File: src/rtl/pedal_pkg.sv
// Shared constants for the pedal sensor front end and the desired-drive block.
package pedal_pkg;

    localparam int unsigned TORQ_W    = 12;
    localparam int unsigned CAD_W     = 5;
    localparam int unsigned ACC_W     = 17;
    localparam int unsigned AVG_SHIFT = 5;

    // Largest cadence count; the desired-drive block treats this as "at least 31".
    localparam logic [CAD_W-1:0] CAD_SAT = 5'd31;

    // Add one stroke to a cadence count, holding at CAD_SAT instead of wrapping.
    function automatic logic [CAD_W-1:0] cad_sat_inc(input logic [CAD_W-1:0] cnt,
                                                     input logic             inc);
        if (inc && (cnt != CAD_SAT)) begin
            return cnt + 1'b1;
        end
        return cnt;
    endfunction

endpackage

File: src/rtl/cadence_filt.sv
// Cadence sensor conditioning: two-flop synchronizer, level debounce and
// a registered one-cycle pulse on each filtered rising edge.
module cadence_filt #(
    parameter int unsigned DEB_CYC = 1024
) (
    input  logic clk,
    input  logic rst,
    input  logic cadence_raw,
    output logic cad_rise
);

    localparam int unsigned DEB_W = (DEB_CYC > 1) ? $clog2(DEB_CYC) : 1;
    localparam logic [DEB_W-1:0] DEB_LAST = DEB_W'(DEB_CYC - 1);

    logic             sync_meta;
    logic             cad_sync;
    logic             cad_filt;
    logic             cad_filt_next;
    logic [DEB_W-1:0] deb_cnt;
    logic [DEB_W-1:0] deb_cnt_next;

    // Bring the asynchronous magnet sensor into the clock domain.
    always_ff @(posedge clk) begin
        if (rst) begin
            sync_meta <= 1'b0;
            cad_sync  <= 1'b0;
        end else begin
            sync_meta <= cadence_raw;
            cad_sync  <= sync_meta;
        end
    end

    // Debounce: the filtered level follows only after DEB_CYC consecutive disagreeing cycles.
    always_comb begin
        deb_cnt_next  = '0;
        cad_filt_next = cad_filt;
        if (cad_sync != cad_filt) begin
            if (deb_cnt == DEB_LAST) begin
                cad_filt_next = cad_sync;
            end else begin
                deb_cnt_next = deb_cnt + 1'b1;
            end
        end
    end

    // Debounce state and the rising-edge pulse, aligned with the first cycle cad_filt reads 1.
    always_ff @(posedge clk) begin
        if (rst) begin
            deb_cnt  <= '0;
            cad_filt <= 1'b0;
            cad_rise <= 1'b0;
        end else begin
            deb_cnt  <= deb_cnt_next;
            cad_filt <= cad_filt_next;
            cad_rise <= cad_filt_next & ~cad_filt;
        end
    end

endmodule

File: src/rtl/pedal_sense.sv
// Pedal sensor front end: produces the cadence count per window and the
// stroke-sampled exponential torque average for the desired-drive block.
// Optional build macro PEDAL_SENSE_IDLE_DECAY_EN: when defined, a window with
// no strokes clears the torque average so assist collapses once pedalling stops.
module pedal_sense
    import pedal_pkg::*;
#(
    parameter int unsigned DEB_CYC  = 1024,
    parameter int unsigned WIN_BITS = 24
) (
    input  logic              clk,
    input  logic              rst,
    input  logic              cadence_raw,
    input  logic [TORQ_W-1:0] torque,
    input  logic              torque_vld,
    output logic              cad_rise,
    output logic [CAD_W-1:0]  cadence_vec,
    output logic [TORQ_W-1:0] avg_torque
);

    logic [WIN_BITS-1:0] win_cnt;
    logic                win_last;
    logic [CAD_W-1:0]    edge_cnt;
    logic [CAD_W-1:0]    edge_sum;
    logic [TORQ_W-1:0]   torq_lat;
    logic [TORQ_W-1:0]   torq_sel;
    logic [ACC_W-1:0]    accum;
    logic [ACC_W-1:0]    accum_next;

    cadence_filt #(
        .DEB_CYC (DEB_CYC)
    ) u_cadence_filt (
        .clk         (clk),
        .rst         (rst),
        .cadence_raw (cadence_raw),
        .cad_rise    (cad_rise)
    );

    assign win_last = &win_cnt;
    // A rise on the terminal cycle still belongs to the closing window.
    assign edge_sum = cad_sat_inc(edge_cnt, cad_rise);

    // Free-running window timer; wraps naturally from all-ones to zero.
    always_ff @(posedge clk) begin
        if (rst) begin
            win_cnt <= '0;
        end else begin
            win_cnt <= win_cnt + 1'b1;
        end
    end

    // Count strokes within the window and publish the count at the window boundary.
    always_ff @(posedge clk) begin
        if (rst) begin
            edge_cnt    <= '0;
            cadence_vec <= '0;
        end else if (win_last) begin
            edge_cnt    <= '0;
            cadence_vec <= edge_sum;
        end else begin
            edge_cnt    <= edge_sum;
        end
    end

    // Hold the most recent valid torque sample for strokes that arrive between samples.
    always_ff @(posedge clk) begin
        if (rst) begin
            torq_lat <= '0;
        end else if (torque_vld) begin
            torq_lat <= torque;
        end
    end

    // Averager update: one step of a 1/32 exponential filter per pedal stroke.
    always_comb begin
        torq_sel   = torque_vld ? torque : torq_lat;
        accum_next = accum;
        if (cad_rise) begin
            // Steady state is bounded by 32*4095, so the 17-bit sum cannot overflow.
            accum_next = accum - (accum >> AVG_SHIFT) + ACC_W'(torq_sel);
        end
`ifdef PEDAL_SENSE_IDLE_DECAY_EN
        if (win_last && (edge_sum == '0)) begin
            accum_next = '0;
        end
`endif
    end

    // Averager state register.
    always_ff @(posedge clk) begin
        if (rst) begin
            accum <= '0;
        end else begin
            accum <= accum_next;
        end
    end

    assign avg_torque = accum[ACC_W-1:AVG_SHIFT];

endmodule

File: config.mk
export PLATFORM = sky130hd
export DESIGN_NAME = pedal_sense
export DESIGN_NICKNAME = d
export VERILOG_FILES = /design/src/rtl/pedal_pkg.sv /design/src/rtl/cadence_filt.sv /design/src/rtl/pedal_sense.sv
export SDC_FILE = /design/constraint.sdc
export NUM_CORES = 1
export LEC_CHECK = 0
export ABC_AREA = 0
export BUFFER_PORTS_ARGS = -buffer_cell sky130_fd_sc_hd__buf_2
export CORE_MARGIN = 3
export CORE_UTILIZATION = 25
export DETAILED_ROUTE_END_ITERATION = 10
export HOLD_SLACK_MARGIN = 0.03
export SETUP_SLACK_MARGIN = 0.15
export SYNTH_ARGS = -nofsm -noshare
export SYNTH_HDL_FRONTEND = slang
export SYNTH_SLANG_ARGS = --single-unit
File: constraint.sdc
create_clock -name clk -period 4.65 [get_ports clk]
set_input_delay 0.6975 -clock clk [delete_from_list [all_inputs] [get_ports clk]]
set_output_delay 0.6975 -clock clk [all_outputs]
set_load 0.005 [all_outputs]
==> results.ini <==
[synthesis]
postSynthAreaPerCell_sq_um = 8.75
syn-instance-count = 482
postSynth.asyncResetShare_pct = 0
yosysSeqAreaShare_pct = 36.5
yosys_register_bits = 77
syn_nets = 531
synth.lib_cells_used.distinct = 52
synth_area_sq_um = 4220
synth_edf_count = 0
yosys_most_used_dff = dfxtp_1
ys_warns = 0

[cts]
cts.reportedPaths.clkPinSlew_ns = 0.06
cts_tree = done
postCtsResizedCells = 0
cts_made_buffers = 9
numClockSinks = 77
hold_buffers = 0
clock_latency_ns = 0.34
post_cts_buffers = 0
cts_buffer_depth = 2
cts_root_buffer = clkbuf_16
cts.htree.levels = 3

[floorplan]
floorplan.initialDensity_pct = 26.1
placementRows = 46
dieArea_sq_um = 18500
die_width_um = 136
io_pins = 34
dieHeight_um = 136
floorplan.core_area_sq_um = 16200

[final_layout]
sequential_area_sq_um = 1540
final_area_sq_um = 4830
area_growth_pct = 14.4
nNetsFinal = 549
multiInputGateArea_sq_um = 2340
share_of_cells_above_drive_strength_1_pct = 12.9
layout_cells_excl_fill = 721
n_antenna_cell = 0
filler_cell_count = 1704

[grt]
largest_net_degree_at_the_start_of_global_routing = 31
via_count_of_the_first_global_routing_pass = 2903
grt_use_total_pct = 9.56
globalRouteOverflowTotal = 0
antenna_found_initial = 1
grt_first_pass_wirelength_um = 14100

[setup_path]
critical_path_buf_inv_count = 2
timing.critical_path.to_type = register
critical_path_arrival_ns = 3.75
path_delay_family = adder cells
required_ns = 4.88
crit_path_cell_trace = buf_2 -> mux2i_1 -> fa_1 -> inv_1 -> fa_1 -> a211oi_1 -> o21a_1 -> o31ai_1 -> a31oi_1 -> mux2i_1 -> mux2_2
critPathSlowestCell = fa_1
critical_path.reg2reg.startpoint = accum[7]$_SDFFE_PP0P_
criticalPathCategory = in2reg
critical_path.startpoint = torque_vld
cp_slowest_stage_delay_ns = 0.52
worstSetupStartpointType = primary input
critPathMaxFanout = 12

[sta]
slew_at_the_pin_closest_to_its_max_slew_limit_ns = 0.656
final-hold-violation-count = 0
max_clock_freq_ghz = 0.284
finalClockSkew_ns = 0.00802
slew_viol_final = 0
finalHoldWorstSlack_ns = 0.445
max_slew_margin_pct = 55.9
time_the_worst_path_needs_with_i_o_delays_and_setup_ns = 3.52
setup-violations-final = 0
rsz0062_at_grt = no
final_min_period_over_clock_period_pct = 75.7
setup_tns_ns = 0

[placement]
post-dp-hpwl_um = 6070
placed_cells_incl_taps = 705
gp_congestion = 0.793
placement.cell_area_sq_um = 4510
port_buffers = 33

[route]
dr_total_vias = 3078
detail_route.wirelength_um = 8250
viasPerCell = 4.27
wl_per_cell_um = 11.4
ant_nets = 0
drtPass1Iterations = 4
drc_errors = 0
first_iter_violations = 186

[pwr]
vdd.ir_drop.worst_uv = 148
power_density_nw_per_um2 = 332
report.power.total_mw = 1.60
static_leakage_nw = 1.96

[run_status]
run_status = finished clean

[min_path]
hp-start = u_cadence_filt.sync_meta$_SDFF_PP0_
min-delay-path-class = reg2reg

[job]
max_cap_violations = 0

==> cell type report <==
class	count	area share (%)
clock inverter	3	0.882
clock buffer	13	5.60
timing repair buffer	36	3.89
inverter	47	3.66
sequential	77	31.9
multi-input combinational	329	48.4
tap	216	5.60
==> final timing paths <==
path,end,slack [ns],depth (start not counted)
min reg2reg,u_cadence_filt.cad_sync$_SDFF_PP0_,0.44,1
max,accum[16]$_SDFFE_PP0P_,1.13,11
max reg2reg,accum[16]$_SDFFE_PP0P_,1.62,10
min,u_cadence_filt.cad_sync$_SDFF_PP0_,0.44,1
==> sequential cells by signal, indices dropped and copies added (netlist names), 5 cells and up <==
register,count
win_cnt,24
accum,17
u_cadence_filt.deb_cnt,10
edge_cnt,5
cadence_vec,5
torq_lat,12
==> cell families after synthesis <==
group	count (synthesis)	synth area share, %
buf+inv	76	8.04
simple gates	174	20.0
compound gates	62	10.2
mux	23	5.55
xor+xnor	37	7.68
flops	77	36.5
fa+ha+maj	33	11.9
==> cell usage in the layout, fill, tap and decap left out, types with 3 or more instances in the layout <==
| cell | Yosys | layout |
|---|---|---|
| dfxtp_1 | 77 | 77 |
| nor2_1 | 76 | 76 |
| inv_1 | 47 | 47 |
| buf_2 | 1 | 33 |
| nand2_1 | 26 | 26 |
| xor2_1 | 24 | 24 |
| ha_1 | 21 | 21 |
| mux2i_1 | 20 | 20 |
| a21oi_1 | 18 | 18 |
| nand3_1 | 18 | 18 |
| o21ai_0 | 13 | 13 |
| xnor2_1 | 13 | 13 |
| fa_1 | 12 | 12 |
| nor3_1 | 10 | 10 |
| clkbuf_16 | 0 | 9 |
| and3_1 | 8 | 8 |
| nor2b_1 | 6 | 6 |
| nand4_1 | 6 | 6 |
| nand2b_1 | 5 | 5 |
| a211oi_2 | 5 | 5 |
| o21bai_1 | 4 | 4 |
| mux2_2 | 3 | 3 |
| or4_1 | 3 | 3 |
| o311ai_0 | 3 | 3 |
| a211oi_1 | 3 | 3 |
| and4_1 | 3 | 3 |
| clkbuf_8 | 0 | 3 |
| buf_4 | 12 | 3 |
==> synthesized netlist by cell type, drive strengths merged, types with 4 or more instances <==
library cell  count  area, sq um
dfxtp            77         1540
nor2             76          285
inv              47          176
nand2            27          109
xor2             24          210
ha               21          263
mux2i            20          200
a21oi            19          106
nand3            18         90.1
buf              17          118
o21ai            13         65.1
xnor2            13          114
clkbuf           12         45.0
fa               12          240
nor3             10         50.1
a211oi            8         85.1
and3              8         50.1
nand4             6         37.5
nor2b             6         37.5
and4              5         47.6
nand2b            5         31.3
o21bai            4         30.0
==> per-layer routing <==
layer / up-vias / routed length, um / track usage, % / share of wire, %
met2: 48 / 3460 / 14.2 / 42
met3: 12 / 436 / 2.48 / 5.3
met1: 1382 / 4220 / 13.1 / 51
met5: - / 7 / 0 / 0.085
li1: 1634 / - / - / -
met4: 2 / 127 / 4.20 / 1.5
==> power breakdown <==
part	switching, mW	leakage, nW	internal, mW
Clock	0.272	0.152	0.459
Combinational	0.118	1.18	0.0780
Sequential	0.00433	0.624	0.669
==> per-stage QoR <==
stage	utilization [%]	worst slack (ns)
floorplan	-	0.810
global placement	27.9	0.789
detailed placement	27.9	0.724
CTS	29.8	1.08
global route	29.8	0.887
finish	29.8	1.13
Note: power is estimated with default switching activity, not from simulation.
